===== config.mk =====
export PLATFORM = sky130hd
export DESIGN_NAME = count_progress_monitor
export DESIGN_NICKNAME = d
export VERILOG_FILES = /design/src/rtl/cpm_pkg.sv /design/src/rtl/cpm_stall_timer.sv /design/src/rtl/count_progress_monitor.sv
export SDC_FILE = /design/constraint.sdc
export NUM_CORES = 1
export LEC_CHECK = 0
export ABC_AREA = 1
export ABC_CLOCK_PERIOD_IN_PS = 4700
export CORE_ASPECT_RATIO = 0.75
export CORE_UTILIZATION = 40
export DETAILED_ROUTE_END_ITERATION = 10
export DONT_BUFFER_PORTS = 1
export SYNTH_ARGS = -nofsm -noshare
export SYNTH_HDL_FRONTEND = slang
export SYNTH_HIERARCHICAL = 1
export SYNTH_SLANG_ARGS = --single-unit

===== constraint.sdc =====
create_clock -name clk -period 4.7 [get_ports clk]
set_input_delay 0.47 -clock clk [delete_from_list [all_inputs] [get_ports clk]]
set_output_delay 0.47 -clock clk [all_outputs]
set_load 0.03 [all_outputs]

===== src/rtl/cpm_pkg.sv =====
// Shared types and constants for the count progress monitor.
package cpm_pkg;
  typedef enum logic [1:0] {
    IDLE,
    TRACK,
    FAULT
  } state_t;

  localparam logic [1:0] FC_NONE     = 2'b00;
  localparam logic [1:0] FC_STUCK    = 2'b01;
  localparam logic [1:0] FC_SKIP     = 2'b10;
  localparam logic [1:0] FC_SPURIOUS = 2'b11;

  localparam int CNT_W = 8;
endpackage


===== src/rtl/cpm_stall_timer.sv =====
// Consecutive no-change counter with a limit compare on the next value.
module cpm_stall_timer
  import cpm_pkg::*;
#(
  parameter int STALL_LIMIT = 3
) (
  input  logic             clk,
  input  logic             rst,
  input  logic             inc,
  input  logic             clr,
  input  logic             hold,
  output logic [CNT_W-1:0] cnt,
  output logic             hit
);
  localparam logic [CNT_W-1:0] LIM = CNT_W'(STALL_LIMIT);

  logic [CNT_W-1:0] nxt;

  assign nxt = cnt + CNT_W'(1);
  // Fires on the edge whose increment reaches the limit
  assign hit = inc && (nxt == LIM);

  always_ff @(posedge clk) begin
    if (rst) begin
      cnt <= '0;
    end else if (clr) begin
      cnt <= '0;
    end else if (inc && !hold) begin
      cnt <= nxt;
    end
  end
endmodule


===== src/rtl/count_progress_monitor.sv =====
// Checks a free-running counter steps by STEP per enabled cycle;
// latches stuck, skip and spurious faults until cleared.
module count_progress_monitor
  import cpm_pkg::*;
#(
  parameter int WIDTH       = 4,
  parameter int STEP        = 1,
  parameter int STALL_LIMIT = 3
) (
  input  logic             clk,
  input  logic             rst,
  input  logic [WIDTH-1:0] count_in,
  input  logic             count_en,
  input  logic             clr_fault,
  output logic             monitor_active,
  output logic             fault_valid,
  output logic [1:0]       fault_code,
  output logic [WIDTH-1:0] last_good,
  output logic [7:0]       stall_cnt,
  output logic [7:0]       advance_cnt
);
  localparam logic [WIDTH-1:0] STEP_W = WIDTH'(STEP);

  state_t           state;
  logic [WIDTH-1:0] prev;
  logic             en_d;
  logic [WIDTH-1:0] delta;
  logic             trk;
  logic             good;
  logic             still;
  logic             skip;
  logic             spur;
  logic             hit;
  logic             st_clr;
  logic             st_hold;
  logic             stuck;

  assign delta = count_in - prev;
  assign trk   = (state == TRACK);

  // With STEP==0 a zero delta is a good step, so still never fires
  always_comb begin
    good    = trk && en_d && (delta == STEP_W);
    still   = trk && en_d && (delta == '0) && !good;
    skip    = trk && en_d && !good && !still;
    spur    = trk && !en_d && (delta != '0);
    st_clr  = good || ((state == FAULT) && clr_fault);
    st_hold = !trk;
    stuck   = still && hit;
  end

  cpm_stall_timer #(
    .STALL_LIMIT(STALL_LIMIT)
  ) u_stall (
    .clk (clk),
    .rst (rst),
    .inc (still),
    .clr (st_clr),
    .hold(st_hold),
    .cnt (stall_cnt),
    .hit (hit)
  );

  always_ff @(posedge clk) begin
    if (rst) begin
      state          <= IDLE;
      prev           <= '0;
      en_d           <= 1'b0;
      last_good      <= '0;
      advance_cnt    <= '0;
      fault_valid    <= 1'b0;
      fault_code     <= FC_NONE;
      monitor_active <= 1'b0;
    end else begin
      unique case (state)
        IDLE: begin
          if (count_en) begin
            prev           <= count_in;
            en_d           <= 1'b1;
            last_good      <= count_in;
            monitor_active <= 1'b1;
            state          <= TRACK;
          end
        end
        TRACK: begin
          prev <= count_in;
          en_d <= count_en;
          if (good) begin
            last_good <= count_in;
            if (advance_cnt != 8'hFF) begin
              advance_cnt <= advance_cnt + 8'd1;
            end
          end
          unique case (1'b1)
            stuck: begin
              fault_code <= FC_STUCK;
              fault_valid <= 1'b1;
              monitor_active <= 1'b0;
              state <= FAULT;
            end
            skip: begin
              fault_code <= FC_SKIP;
              fault_valid <= 1'b1;
              monitor_active <= 1'b0;
              state <= FAULT;
            end
            spur: begin
              fault_code <= FC_SPURIOUS;
              fault_valid <= 1'b1;
              monitor_active <= 1'b0;
              state <= FAULT;
            end
            default: ;
          endcase
        end
        FAULT: begin
          if (clr_fault) begin
            fault_valid <= 1'b0;
            fault_code  <= FC_NONE;
            state       <= IDLE;
          end
        end
        default: state <= IDLE;
      endcase
    end
  end
endmodule


==> results.tsv, run 1 <==
metric	value	unit
Worst Hold End	advance_cnt[5]$_SDFFE_PP0P_	
sequential element share of the synthesized area	33.24	%
Largest stage delay, worst path	0.37	ns
fin worst setup slack	2.036	ns
initial antenna violation count	0	
Synth Cell Area	1867	µm²
Initial Util	41.79	%
Post-Route WL	3824	µm
hold depth	1	
Worst Skew	0.005289	ns
largest net degree at the start of global routing	14	
Final period util	56.67	%
critical path's top delay family	simple AND/OR/NAND/NOR gates	
wire per inst	11.80	µm
Final Slew Violations	0	
Tmin final	2.664	ns
peak supply drop	0.0002434	V
total gr overflow	0	
# clock sinks	31	
Max clock buf depth	2	
multi-input gate area in the final layout	1067	µm²
floorplan die height	61.16	µm
vias	1611	
CTS Hold Bufs	0	
TNS Setup	0	ns
# Post-CTS Setup Buffers	0	
crit end category	register	
CP bufs+invs	1	
worst path required time	4.92	ns
reg2reg start	prev[0]$_SDFFE_PP0P_	
R2R Setup Slk	2.04	ns
WP data arrival	2.88	ns
min-delay src	rst	
HP Class	input port to register	
critical path cell sequence	ha_1 -> inv_2 -> fa_1 -> xnor2_1 -> nand2_2 -> nor2_4 -> nand2_1 -> nor2_1 -> nand2_1 -> nor2_2 -> nand2_1 -> nor2_2 -> nand2_1 -> nor2_2 -> nand3_1 -> nand2_1 -> nor2_1 -> nor2_1 -> nor2_1 -> nor2_1	
number of I/O pins	32	
Tot GR Track Use	17.03	%
RSZ-0062 raised after global routing	false	
Clock Latency Late Sink	0.28	ns
most frequent cells in the layout	43 x nand2_1, 37 x inv_1, 31 x dfxtp_1, 30 x nor2_1, 23 x a21oi_1	
Die X-Extent	80.89	µm
n_diodes	0	
Synthesized Nets	279	
relative slew slack	65.32	%
FP Rows	21	
maximum operating frequency	375.4	MHz
worst slew pin tran	0.5194	ns
Placement Setup Slack	1.786	ns
leakage	0.8753	nW
Synth cell types	35	
PwrDens	525.4	nW/µm²
R2R cell count	20	
PortBufs	0	
Yosys reg bits	31	
core area	4467	µm²
1st-iter DRT viols	95	
Tot Pwr	1.075	mW
Worst Hold Slack	0.2521	ns
drt via density	4.972	
yosys warns	6	
Post-DP HPWL	2966	µm
Final Util	45.83	%
CTS clock-pin slew for the worst setup and hold paths	0.07	ns
first-pass GRT wire length	6354	µm
status	finished, final reports clean	
TritonCTS Buffers	5	
clock root buffer	clkbuf_8	
post-CTS sizing	0	
Max Cap Viol	0	
Final nets	284	
drt drc	0	
die area	4947	µm²
Syn Inst Count	261	
final hold viol count	0	
r2r endpoint	state[1]$_SDFFE_PP0P_	
gpl congestion	0.7931	
synthesis-to-layout area growth	9.651	%
vias in the first global route	1359	
CTS tree	built	
final antenna-violating net count	0	
fill count	454	
First-pass DRT Iterations	4	
H-tree depth reported by CTS	2	
crit-path max FO	4	
startpoint types	register	
layout cells sized above 1	14.61	%
crit path kind	register to register	
setup violators final	0	
sequential cell area	620.6	µm²
syn avg cell area	7.152	µm²
most common library cell in the layout ignoring fill and taps	nand2_1	
CP max stage cell	fa_1	
[synth_stat cells (all sizes together)]
cell	number	area (µm²)
nor2	39	193.9
and3	1	6.260
ha	9	112.6
a21oi	24	123.9
clkinv	1	8.760
o21bai	1	7.510
nand3b	1	7.510
a211oi	1	7.510
dfxtp	31	620.6
nor3	1	5.000
inv	43	161.4
xor2	2	17.52
or2	1	6.260
nand4	4	25.02
xnor2	2	17.52
a21boi	1	7.510
clkbuf	1	3.750
nand2	51	225.2
buf	1	5.000
o211ai	1	7.510
fa	1	20.02
o21ai	22	121.4
nor3b	1	12.51
nand3	20	135.1
o21a	1	7.510
[power breakdown]
group | total (mW) | leakage (nW) | switching, mW | internal (mW)
combinational | 0.397 | 0.561 | 0.260 | 0.137
sequential | 0.407 | 0.253 | 0.0896 | 0.317
clock | 0.272 | 0.0612 | 0.100 | 0.171
total | 1.08 | 0.875 | 0.450 | 0.625
[metal layers]
layer | track usage, % | part of all wire, % | vias up
li1 | - | - | 846
met1 | 25.45 | 54 | 724
met2 | 22.69 | 39 | 39
met3 | 5.926 | 6.4 | 2
met4 | 4.592 | 0.39 | 0
met5 | 0 | 0 | -
[registers in the layout, summed over array words and instances, names as in the netlist]
signal	count
last_good	4
advance_cnt	8
en_d	1
fault_code	2
state	2
monitor_active	1
fault_valid	1
u_stall/cnt	8
prev	4
[worst max path at each step]
stage,end,cells after the start,slack (ns),start
after floorplan,fault_code[0]$_SDFFE_PP0P_,20,1.98,count_in[0]
after global placement,fault_code[0]$_SDFFE_PP0P_,20,1.83,count_in[0]
after detailed placement,fault_code[0]$_SDFFE_PP0P_,20,1.79,count_in[0]
after CTS,state[1]$_SDFFE_PP0P_,20,2.01,prev[0]$_SDFFE_PP0P_
after global routing,state[1]$_SDFFE_PP0P_,20,1.74,prev[0]$_SDFFE_PP0P_
final,state[1]$_SDFFE_PP0P_,20,2.04,prev[0]$_SDFFE_PP0P_
[cell type report]
class	instances	area share, %
sequential	31	30.32
clock buffer	6	4.034
inverter	44	8.313
clock inverter	2	1.711
multi-input combinational	184	52.14
tap	57	3.484
[cells by family after synthesis]
kind of cell / after synthesis / synth area share, %
AOI/OAI and AO/OA: 51 / 15.15
xor gates and xnor gates: 4 / 1.877
adders and majority gates: 10 / 7.105
buffers and inverters: 46 / 9.584
DFF: 31 / 33.24
and+or+nand+nor: 119 / 33.04
[worst register-to-register path, delay by kind of cell, from the launching register on]
kind / cells / cell delay, ns
simple gates: 16 / 1.45
fa+ha+maj: 2 / 0.52
flops: 1 / 0.33
xor+xnor: 1 / 0.24
buf+inv: 1 / 0.04
[stage by stage]
| stage | instance area (µm²) | instances |
|---|---|---|
| 3_5_place_dp | 1929 | 316 |
| 5_1_grt | 2047 | 324 |
| 4_1_cts | 2047 | 324 |
| 3_3_place_gp | 1929 | 316 |
| 2_1_floorplan | 1867 | 261 |
| 6_report | 2047 | 324 |
No activity file was read; power rests on OpenSTA's default activity.
==> inputs of run 2 (changes only) <==
--- a/config.mk
+++ b/config.mk
@@ -6,7 +6,7 @@
 export NUM_CORES = 1
 export LEC_CHECK = 0
 export ABC_AREA = 1
-export ABC_CLOCK_PERIOD_IN_PS = 4700
+export ABC_CLOCK_PERIOD_IN_PS = 2130
 export CORE_ASPECT_RATIO = 0.75
 export CORE_UTILIZATION = 40
 export DETAILED_ROUTE_END_ITERATION = 10
==> constraint.sdc (replaced) <==
create_clock -name clk -period 2.13 [get_ports clk]
set_input_delay 0.213 -clock clk [delete_from_list [all_inputs] [get_ports clk]]
set_output_delay 0.213 -clock clk [all_outputs]
set_load 0.03 [all_outputs]
==> run 2 against run 1 <==
Compared with the run above: the run now ends with hold timing, setup timing left; maximum frequency rose by 8.6%; first-iteration DRC count down 32%; final cell count is 13% higher; die area unchanged; non-clock buffer count grew 41; flip-flop and latch count unchanged; count of clock-buffer cells in the layout decreased by 1; hold slack lost 0.27 ns; routed wire length grew 12%; sequential share of layout area decreased by 4.9 points; setup slack worse by 2.4 ns.
==> results.tsv, run 2 (synthesis gave the netlist of run 1 again) <==
metric	value	unit	change
status	finished, violations left		
failing checks	hold timing, setup timing		
floorplan die height	61.16	µm	unchanged
Post-DP HPWL	3073	µm	+3.6%
reg2reg start	prev[0]$_SDFFE_PP0P_		
fin area	2449	µm²	+20%
r2r endpoint	fault_code[0]$_SDFFE_PP0P_		
TritonCTS Buffers	5		unchanged
most frequent cells in the layout	41 x nand2_1, 35 x buf_4, 31 x inv_1, 30 x dfxtp_1, 28 x nor2_1		
final antenna-violating net count	0		unchanged
Final Util	54.82	%	+9.0 points
worst slew pin tran	0.4964	ns	-0.02299 ns
1st-iter DRT viols	65		-32%
Post-Route WL	4288	µm	+12%
Sw Share	42.09	%	+0.22 points
wire per inst	11.72	µm	-0.73%
fin worst setup slack	-0.3215	ns	-2.358 ns
largest net degree at the start of global routing	14		unchanged
layout cells sized above 1	32.69	%	+18 points
first-pass GRT wire length	6948	µm	+9.3%
Initial Util	41.79	%	unchanged
critical path startpoint	prev[0]$_SDFFE_PP0P_		
Largest stage delay, worst path	0.35	ns	-0.02 ns
Final nets	326		+15%
most common library cell in the layout ignoring fill and taps	nand2_1		
Gate power share	49.4	%	+13 points
Tot Pwr	2.635	mW	+140%
Internal	1.526	mW	+140%
vias in the first global route	1524		+12%
CTS clock-pin slew for the worst setup and hold paths	0.07	ns	about the same
total gr overflow	0		unchanged
worst path required time	2.30	ns	-2.62 ns
Worst Skew	0.003901	ns	-0.001389 ns
H-tree depth reported by CTS	2		unchanged
die area	4947	µm²	unchanged
clock power share	16.7	%	-8.6 points
synthesis-to-layout area growth	31.17	%	
most used cell, CP	nand2_2		
Clock Latency Late Sink	0.28	ns	about the same
drt drc	0		unchanged
relative slew slack	66.61	%	+1.3 points
number of I/O pins	32		unchanged
gpl congestion	0.7912		-0.24%
CTS Hold Bufs	2		+2
CP max stage cell	dfxtp_2		
Final period util	115.1	%	+58 points
Final Slew Violations	0		unchanged
Tmin final	2.452	ns	-0.2120 ns
Tot GR Track Use	18.92	%	+1.9 points
PwrDens	1076	nW/µm²	+100%
Die X-Extent	80.89	µm	unchanged
R2R cell count	19		-5.0%
First-pass DRT Iterations	4		unchanged
vias	1779		+10%
PortBufs	0		unchanged
Max clock buf depth	2		unchanged
setup violators final	20		+20
worst setup path end	fault_code[0]$_SDFFE_PP0P_		
FP Rows	21		unchanged
placed cell count	340		+7.6%
final hold viol count	7		+7
fill count	427		-5.9%
Net Switching	1.109	mW	+150%
crit path kind	register to register		
drt via density	4.861		-2.2%
R2R Setup Slk	-0.32	ns	-2.36 ns
Placement Setup Slack	-0.3205	ns	-2.106 ns
CTS tree	built		
crit-path max FO	7		+3
WP data arrival	2.62	ns	-0.26 ns
clock root buffer	clkbuf_8		
critical path cell sequence	ha_4 -> inv_2 -> fa_2 -> xnor2_2 -> nand2_2 -> nor2_4 -> nand2_2 -> nor2_4 -> nand2_2 -> nor2_2 -> nand2_1 -> nor2_2 -> nand2_1 -> nor2_2 -> nand3_2 -> nand3_4 -> nand2_2 -> nand2_1 -> a21oi_1		
peak supply drop	0.0006315	V	+160%
leakage	1.088	nW	+24%
n_diodes	0		unchanged
Seq pwr share	33.9	%	-3.9 points
Worst Hold Slack	-0.01499	ns	-0.2671 ns
min-delay src	rst		
core area	4467	µm²	unchanged
RSZ-0062 raised after global routing	true		
# clock sinks	31		unchanged
startpoint types	register		
maximum operating frequency	407.9	MHz	+8.6%
Max Cap Viol	0		unchanged
placed cell area	2151	µm²	+11%
biggest regs	advance_cnt (8), u_stall/cnt (8)		
HP Class	input port to register		
initial antenna violation count	0		unchanged
TNS Setup	-2.529	ns	-2.529 ns
filler-free cell count of the finished design	366		+13%
crit end category	register		
run 2: cell count changes in the layout (fill, tap and decap cells not counted), moves of 3 or more:
| cell | previous run | this run |
|---|---|---|
| o21ai_0 | 18 | 15 |
| a21oi_1 | 23 | 19 |
| buf_4 | 0 | 35 |
| buf_6 | 0 | 3 |
| inv_1 | 37 | 31 |
| a21oi_2 | 1 | 4 |
| inv_2 | 6 | 11 |
run 2: how the worst min path moves through the flow:
stage / end / slack, ns / cells past startpoint
after floorplan: last_good[1]$_SDFFE_PP0P_ / 0.35 / 2
after global placement: advance_cnt[6]$_SDFFE_PP0P_ / 0.28 / 1
after detailed placement: advance_cnt[6]$_SDFFE_PP0P_ / 0.28 / 1
after CTS: advance_cnt[5]$_SDFFE_PP0P_ / -0.02 / 1
after global routing: fault_code[1]$_SDFFE_PP0P_ / -0.03 / 1
final: fault_code[1]$_SDFFE_PP0P_ / -0.01 / 1
run 2: routing by layer:
layer	global-route usage, %	part of all wire [%]
met5	0	0
met3	6.519	6.5
met2	27.85	42
met1	26.50	51
met4	4.592	0.86
run 2: repair_timing:
item,4_1_cts,5_1_grt
gates resized for setup,2,25
buffers inserted,11,4
cloned,0,1
endpoints found under the setup margin,7,25
pin swaps,2,6
endpoints found under the hold margin,10,8
run 2: area by class of cell:
cell class	instances	area (µm²)	area share, %
inverters	44	180.2	7.358
well taps	57	71.32	2.913
clock buffers	5	68.82	2.810
multi-input cells	185	1155	47.16
flip-flops and latches	31	621.8	25.40
clock inverters	3	15.01	0.6132
repair buffers	41	336.6	13.75
run 2: power groups by stage:
stage / registers, mW / clock network [mW] / logic (mW)
global placement: 0.908 / 0 / 0.989
floorplan: 0.894 / 0 / 0.760
global route: 0.907 / 0.492 / 1.45
CTS: 0.896 / 0.460 / 1.18
finish: 0.894 / 0.439 / 1.30
detailed placement: 0.907 / 0 / 1.00
run 2: worst max-delay path: cells and delay by family, from the launching register on:
family / cells / cell delay, ns
AND/OR/NAND/NOR: 14 / 1.26
buffers and inverters: 1 / 0.04
adder cells (fa/ha/maj): 2 / 0.46
AO/OA/AOI/OAI: 1 / 0.07
XOR/XNOR: 1 / 0.16
flip-flops: 1 / 0.35
